<file path="config.mk">
export PLATFORM = sky130hd
export DESIGN_NAME = contadores_param
export DESIGN_NICKNAME = d
export VERILOG_FILES = /design/src/rtl/contadores_param_pkg.sv /design/src/rtl/contadores_param_pop_counter.sv /design/src/rtl/contadores_param.sv
export SDC_FILE = /design/constraint.sdc
export NUM_CORES = 1
export LEC_CHECK = 0
export BUFFER_PORTS_ARGS = -buffer_cell sky130_fd_sc_hd__clkbuf_2
export CAP_MARGIN = 40
export CORE_MARGIN = 5
export CORE_UTILIZATION = 60
export DETAILED_ROUTE_END_ITERATION = 8
export PLACE_DENSITY = 0.88
export REMOVE_ABC_BUFFERS = 1
export SKIP_CTS_REPAIR_TIMING = 1
export SYNTH_ARGS = -nofsm -noshare
export SYNTH_HDL_FRONTEND = slang
export SYNTH_SLANG_ARGS = --single-unit
export TNS_END_PERCENT = 50
</file>
<file path="constraint.sdc">
create_clock -name clk -period 3.7 [get_ports clk]
set_clock_uncertainty 0.15 [all_clocks]
set_input_delay 0.37 -clock clk [delete_from_list [all_inputs] [get_ports clk]]
set_output_delay 0.37 -clock clk [all_outputs]
set_load 0.03 [all_outputs]
</file>
<file path="src/rtl/contadores_param_pkg.sv">
// Shared definitions for the parametrised pop-counter bank: FSM encoding,
// counter full-scale constant and the channel-index width check.
package contadores_param_pkg;

    typedef enum logic [1:0] {
        COUNT = 2'd0,
        READ  = 2'd1,
        SWEEP = 2'd2
    } state_t;

    function automatic int cnt_max(input int cnt_w);
        return (1 << cnt_w) - 1;
    endfunction

    function automatic bit idx_fits(input int num_ch, input int idx_w);
        return (1 << idx_w) >= num_ch;
    endfunction

endpackage

</file>
<file path="src/rtl/contadores_param_pop_counter.sv">
// Single-channel pop counter with saturate or wrap at full scale, a sticky
// overflow flag and a synchronous clear that still honours a coincident pop.
module pop_counter
    import contadores_param_pkg::*;
#(
    parameter int CNT_W    = 5,
    parameter int SAT_MODE = 1
) (
    input  logic             clk,
    input  logic             reset_L,
    input  logic             pop,
    input  logic             clr,
    output logic [CNT_W-1:0] count,
    output logic             ovf
);

    localparam logic [CNT_W-1:0] CNT_MAX = CNT_W'(cnt_max(CNT_W));

    // A clear reloads with the pop of the same edge so no strobe is lost.
    always_ff @(posedge clk or negedge reset_L) begin
        if (!reset_L) begin
            count <= '0;
            ovf   <= 1'b0;
        end else if (clr) begin
            count <= CNT_W'(pop);
            ovf   <= 1'b0;
        end else if (pop) begin
            if (count == CNT_MAX) begin
                ovf   <= 1'b1;
                count <= (SAT_MODE != 0) ? CNT_MAX : '0;
            end else begin
                count <= count + 1'b1;
            end
        end
    end

endmodule

</file>
<file path="src/rtl/contadores_param.sv">
// Pop-counter bank: one counter per FIFO channel, single-channel reads and
// full back-to-back sweeps, all outputs registered.
module contadores_param
    import contadores_param_pkg::*;
#(
    parameter int NUM_CH      = 5,
    parameter int CNT_W       = 5,
    parameter int IDX_W       = 3,
    parameter int SAT_MODE    = 1,
    parameter int CLR_ON_READ = 0
) (
    input  logic              clk,
    input  logic              reset_L,
    input  logic [NUM_CH-1:0] pop,
    input  logic              idle,
    input  logic              req,
    input  logic [IDX_W-1:0]  idx,
    input  logic              req_all,
    output logic              valid,
    output logic [CNT_W-1:0]  data_out,
    output logic [NUM_CH-1:0] ovf,
    output logic              busy
);

    if (!idx_fits(NUM_CH, IDX_W)) begin : g_bad_idx_w
        $error("contadores_param: IDX_W too narrow for NUM_CH");
    end

    state_t             state, next_state;
    logic [IDX_W-1:0]   rd_idx, rd_idx_nxt;
    logic [IDX_W-1:0]   beat, beat_nxt;
    logic [IDX_W-1:0]   sel;
    logic               read_fire;
    logic               valid_nxt, busy_nxt;
    logic [CNT_W-1:0]   rd_data;
    logic [CNT_W-1:0]   counts [NUM_CH];
    logic [NUM_CH-1:0]  clr_vec;

    for (genvar i = 0; i < NUM_CH; i++) begin : g_ch
        pop_counter #(
            .CNT_W    (CNT_W),
            .SAT_MODE (SAT_MODE)
        ) u_cnt (
            .clk     (clk),
            .reset_L (reset_L),
            .pop     (pop[i]),
            .clr     (clr_vec[i]),
            .count   (counts[i]),
            .ovf     (ovf[i])
        );
    end

    always_ff @(posedge clk or negedge reset_L) begin
        if (!reset_L) begin
            state <= COUNT;
        end else begin
            state <= next_state;
        end
    end

    // Requests are only taken in COUNT, so anything arriving mid-read or
    // mid-sweep is dropped rather than queued.
    always_comb begin
        next_state = state;
        rd_idx_nxt = rd_idx;
        beat_nxt   = beat;
        sel        = rd_idx;
        read_fire  = 1'b0;
        valid_nxt  = 1'b0;
        busy_nxt   = 1'b0;
        case (state)
            COUNT: begin
                if (idle && req_all) begin
                    next_state = SWEEP;
                    beat_nxt   = '0;
                end else if (idle && req) begin
                    next_state = READ;
                    rd_idx_nxt = idx;
                end
            end
            READ: begin
                sel        = rd_idx;
                read_fire  = 1'b1;
                valid_nxt  = 1'b1;
                next_state = COUNT;
            end
            SWEEP: begin
                sel       = beat;
                read_fire = 1'b1;
                valid_nxt = 1'b1;
                busy_nxt  = 1'b1;
                beat_nxt  = beat + 1'b1;
                if (beat == IDX_W'(NUM_CH - 1)) begin
                    next_state = COUNT;
                end
            end
            default: next_state = COUNT;
        endcase
    end

    // Out-of-range selections fall through to zero and clear nothing.
    always_comb begin
        rd_data = '0;
        clr_vec = '0;
        for (int i = 0; i < NUM_CH; i++) begin
            if (sel == IDX_W'(i)) begin
                rd_data    = counts[i];
                clr_vec[i] = read_fire && (CLR_ON_READ != 0);
            end
        end
    end

    always_ff @(posedge clk or negedge reset_L) begin
        if (!reset_L) begin
            rd_idx   <= '0;
            beat     <= '0;
            valid    <= 1'b0;
            busy     <= 1'b0;
            data_out <= '0;
        end else begin
            rd_idx <= rd_idx_nxt;
            beat   <= beat_nxt;
            valid  <= valid_nxt;
            busy   <= busy_nxt;
            if (read_fire) begin
                data_out <= rd_data;
            end
        end
    end

endmodule
</file>
# After elaboration in Yosys (flattened, before gate mapping)
# Cells that the tools add are included.
totals:
  inputBits: 13
  regBits: 45
  word_cells: 71
classes:
  eq_ne: 15
  muxes: 19
  add_sub_neg: 6
  bitwise_logic: 1
  n_reduce_logical: 14
op_table:
  columns: ["operator", "count"]
  rows:
  - ["5-bit two-way mux", 10]
  - ["5-bit by 1-bit adder with 5-bit output, second input constant", 5]
  - ["5-bit == test, second input constant", 5]
  - ["2-bit AND reduction", 7]
  - ["3-bit by 2-bit == test with 1-bit output, second input constant", 2]
  - ["3-bit == test, second input constant", 2]
  - ["2-bit two-way mux", 3]
  - ["3-bit two-way mux", 2]
  - ["3-bit one-hot mux with 2 select lines", 1]
  - ["2-bit != test, second input constant", 2]
  - ["2-bit one-hot mux with 2 select lines", 1]
  - ["3-bit by 1-bit adder with 3-bit output, second input constant", 1]
  - ["3-bit by 1-bit == test with 1-bit output, second input constant", 1]
  - ["3-bit logical NOT", 1]
  - ["3-bit != test, second input constant", 1]
  - ["3-bit AND reduction", 1]
  - ["2-bit by 1-bit == test with 1-bit output, second input constant", 1]
  - ["2-bit == test, second input constant", 1]
  - ["1-bit logical AND", 2]
  - ["2-bit logical NOT", 1]
  - ["1-bit two-way mux", 2]
  - ["2-bit nonzero test", 1]
  - ["2-bit OR reduction", 1]
  - ["1-bit inverter", 1]

# Logic depth before layout (Yosys ltp)
logic_depth:
  word_depth: 8
  depth_mapped: 7
  depth_no_buf: 6

# Cells and area by module
# A second synthesis with hierarchy kept.
hier_totals:
  cells_unflattened: 230
  hier_area_um2: 2402.3
by_module_without_submodules:
  columns: ["module", "area_each_um2", "n_inst", "cells_each", "seq_area_each_um2"]
  rows:
  - ["pop_counter", 292.8, 5, 28, 150.1]
  - ["contadores_param", 938.4, 1, 90, 375.4]

# Worst setup path before layout
# Ideal clock, no wire load.
synth_path:
  path_type: "register to register"
  startpoint: "register state[0]"
  endpoint: "register data_out[0]"
  setup_time_ns: 0.121
  path_stages_with_launch: 8
  required_ns: 3.429
  path_slack_ns: 1.801
  t_arrival_ns: 1.629
  cell_sequence: "dfrtp_1 inv_2 ha_1 buf_6 mux2i_4 nand3_2 o21a_1 a22o_1"
synth_between:
  elab_chain_cells: 8
  elab_cells_between_ends: 15
  classes_between: "eq/ne: 6; mux: 7; reduce/logical: 2"
synth_rtl:
  columns: ["element", "line", "source"]
  rows:
  - ["start, declared", "contadores_param.sv:29", "state_t state, next_state;"]
  - ["start signal, assigned", "contadores_param.sv:57", "state <= next_state;"]
  - ["2-bit == test", "contadores_param.sv:71", "case (state)"]
  - ["3-bit two-way mux", "contadores_param.sv:71", null]
  - ["3-bit logical NOT", "contadores_param.sv:106", "if (sel == IDX_W'(i)) begin"]
  - ["5-bit two-way mux (5 in series)", "contadores_param.sv:106", null]
  - ["end signal, assigned", "contadores_param.sv:126", "data_out <= rd_data;"]
  - ["end, declared", "contadores_param.sv:20", "output logic [CNT_W-1:0] data_out,"]
# Several ways; a longest one is shown, not always the timed one.
# A chain may end at the register's enable or synchronous reset.

# Worst setup path in the final report
layout_path:
  startpoint: "register state[0]"
  endpoint: "register data_out[1]"
# Same word-level chain as after synthesis.

==> flow_metrics.env <==
export IMPL_tritoncts="yes"
export IMPL_p_leak_nw=1.16
export IMPL_clockRootBuffer="clkbuf_8"
export IMPL_avgSynthCellArea_um2=11.0
export IMPL_finalCriticalPeriod_ns=2.36
export IMPL_synthDistinctLibCells=44
export IMPL_clk_pin_slew_worst_paths_ns=0.08
export IMPL_dpl_cell_area_um2=2400
export IMPL_slew_headroom_pct=59.9
export IMPL_hold_slack_ns=0.136
export IMPL_seq_area_frac_synth_pct=50.0
export IMPL_dieHeight_um=71.3
export IMPL_setup_worst_path_end_class="register"
export IMPL_dpl_hpwl_um=3060
export IMPL_slowest_delay_ns=0.54
export IMPL_place_gp_congestion=0.899
export IMPL_cp_start_kind="register"
export IMPL_antennaDiodeCount=0
export IMPL_finish_instance_area_um2=2510
export IMPL_worstSkewPairLatency_ns=0.29
export IMPL_clock_sinks=45
export IMPL_holdPathStages=2
export IMPL_h_tree_depth=2
export IMPL_vias_per_cell=5.86
export IMPL_portBuffers=24
export IMPL_ys_ff_latch=45
export IMPL_vias=1634
export IMPL_hold_path_endpoint="rd_idx[0]"
export IMPL_required_ns=3.73
export IMPL_drc=0
export IMPL_status="completed"
export IMPL_synth_warnings=0
export IMPL_yosys_most_used_dff="dfrtp_1"
export IMPL_synth_edf_count=0
export IMPL_async_reset_ff_share_pct=100
export IMPL_grt_usage_pct=18.1
export IMPL_drt_pass1_iter_count=4
export IMPL_syn_cell_area_um2=2250
export IMPL_fin_crit_sh_pct=63.8
export IMPL_drv_slew=0
export IMPL_fillers=278
export IMPL_first_iter_violations=99
export IMPL_syn_to_final_growth_pct=11.3
export IMPL_reg2reg_slack_ns=1.34
export IMPL_drive_gt1_share_pct=18.2
export IMPL_numCtsBuffers=5
export IMPL_hold_start="idx[0]"
export IMPL_io_pins=25
export IMPL_tightest_slew_ns=0.602
export IMPL_report_final_hold_viol_count=0
export IMPL_overflow=0
export IMPL_grt_max_degree=27
export IMPL_synthCells=205
export IMPL_fin_ws_ns=1.34
export IMPL_r2r_start="state[0]"
export IMPL_finalSetupViolCount=0
export IMPL_drv_cap=0
export IMPL_grt_pass1_vias=1662
export IMPL_cts_max_path_buffers=2
export IMPL_reg2reg_depth=6
export IMPL_grt_pass1_wl_um=7450
export IMPL_crit_chain="inv_2 > ha_1 > mux2i_2 > nand3_2 > o21a_1 > a22o_1"
export IMPL_cp_max_fo=13
export IMPL_p_total_mw=2.43
export IMPL_grt_setup_unrepaired="false"
export IMPL_ant_nets=0
export IMPL_rows=22
export IMPL_critPathSlowestCell="ha_1"
export IMPL_fmax_mhz=424
export IMPL_arrival_ns=2.39
export IMPL_power_density_nw_per_um2=967
export IMPL_wl_per_cell_um=14.6
export IMPL_final_setup_tns_ns=0
export IMPL_preCtsSetupSlack_ns=1.36
export IMPL_critical_path_class="reg -> reg"
export IMPL_die_x_um=71.3
export IMPL_finalNetCount=252
export IMPL_multi_input_area_um2=1040
export IMPL_drt_wl_total_um=4070
export IMPL_core_um2=3660
export IMPL_hold_class="in -> reg"
export IMPL_die_area_um2=5080
export IMPL_start_util_pct=61.6
export IMPL_antenna_found_initial=0
export IMPL_peakVddDrop_mv=0.556
export IMPL_seq_area_um2=1130
export IMPL_r2r_end="data_out[1]"
[cell type report]
type / count / area share (%)
flip-flops and latches: 45 / 44.9
multi-input cells: 143 / 41.3
repair buffers: 26 / 5.99
clock buffers: 7 / 3.84
well taps: 48 / 2.39
inverters: 9 / 1.35
clock inverters: 1 / 0.200
[how the worst max path moves through the flow]
stage | end | from
final | data_out[1] | state[0]
after global routing | data_out[0] | state[0]
after CTS | data_out[1] | state[0]
after detailed placement | data_out[0] | state[0]
after global placement | data_out[1] | state[0]
after floorplan | data_out[0] | state[0]
[kinds of logic after synthesis]
logic type	share of synthesized area, %
AOI/OAI and AO/OA	16.7
DFF	50.0
buffers and inverters	4.00
adders and majority gates	5.00
and+or+nand+nor	12.3
xor gates and xnor gates	3.11
muxes	8.94
[synth_stat cells (2+ instances only)]
| cell type | count | area, um2 |
|---|---|---|
| buf_4 | 5 | 37.5 |
| inv_1 | 8 | 30.0 |
| o21ai_1 | 3 | 15.0 |
| a41o_1 | 3 | 30.0 |
| nor2_1 | 3 | 11.3 |
| and2_1 | 2 | 12.5 |
| a31oi_1 | 5 | 31.3 |
| a22oi_1 | 3 | 22.5 |
| mux2_2 | 4 | 45.0 |
| nand2_1 | 23 | 86.3 |
| xor2_1 | 4 | 35.0 |
| mux2_1 | 4 | 45.0 |
| a21o_1 | 3 | 22.5 |
| dfrtp_1 | 45 | 1130 |
| a31o_1 | 2 | 17.5 |
| o21bai_1 | 2 | 15.0 |
| nand3_1 | 4 | 20.0 |
| nand4_1 | 9 | 56.3 |
| o21a_1 | 4 | 30.0 |
| nand2b_1 | 7 | 43.8 |
| mux2i_1 | 6 | 60.1 |
| xnor2_1 | 4 | 35.0 |
| ha_1 | 9 | 113 |
| a22o_1 | 4 | 35.0 |
| a21oi_1 | 11 | 55.1 |
| o22ai_1 | 4 | 25.0 |
| o211ai_1 | 4 | 30.0 |
| and3_1 | 4 | 25.0 |
[routing by layer]
| metal | track usage [%] | vias up | part of all wire, % | wire [um] |
|---|---|---|---|---|
| li1 | - | 796 | - | - |
| met1 | 23.4 | 799 | 47 | 1920 |
| met2 | 30.0 | 32 | 48 | 1940 |
| met3 | 5.05 | 7 | 4.0 | 161 |
| met4 | 5.01 | 0 | 1.3 | 53 |
| met5 | 0 | - | 0 | 0 |
[where the power goes]
group          total [mW]  internal, mW  switching [mW]
Combinational        1.13         0.500           0.630
Sequential          0.972         0.728           0.244
Clock               0.323         0.169           0.154
Total                2.43          1.40            1.03
[per-stage QoR]
step / std cells / util [%]
after floorplan: 197 / -
after global placement: 269 / 64.9
after detailed placement: 270 / 65.5
after CTS: 278 / 68.3
after global routing: 279 / 68.5
final: 279 / 68.5
[worst max-delay path, delay by kind of cell (launching register included)]
| kind | cells | cell delay, ns |
|---|---|---|
| simple gates | 1 | 0.19 |
| fa+ha+maj | 1 | 0.54 |
| compound gates | 2 | 0.39 |
| buf+inv | 1 | 0.08 |
| mux | 1 | 0.51 |
| flops | 1 | 0.39 |
[layout by cell type (no fill, tap or decap), types with 5 or more instances in the layout]
cell type,count
clkbuf_2,24
ha_1,9
nand2b_1,7
clkbuf_8,7
a21oi_1,11
a31oi_1,5
nand2_1,23
mux2i_1,6
nand4_1,9
dfrtp_1,45
inv_1,8
[state kept, by name (all words and copies together) (netlist names)]
signal and cells:
state 2, beat 3, data_out 5, rd_idx 3, valid 1, busy 1, g_ch.u_cnt.ovf 5, g_ch.u_cnt.count 25
Power figures use the tool's default switching activity.
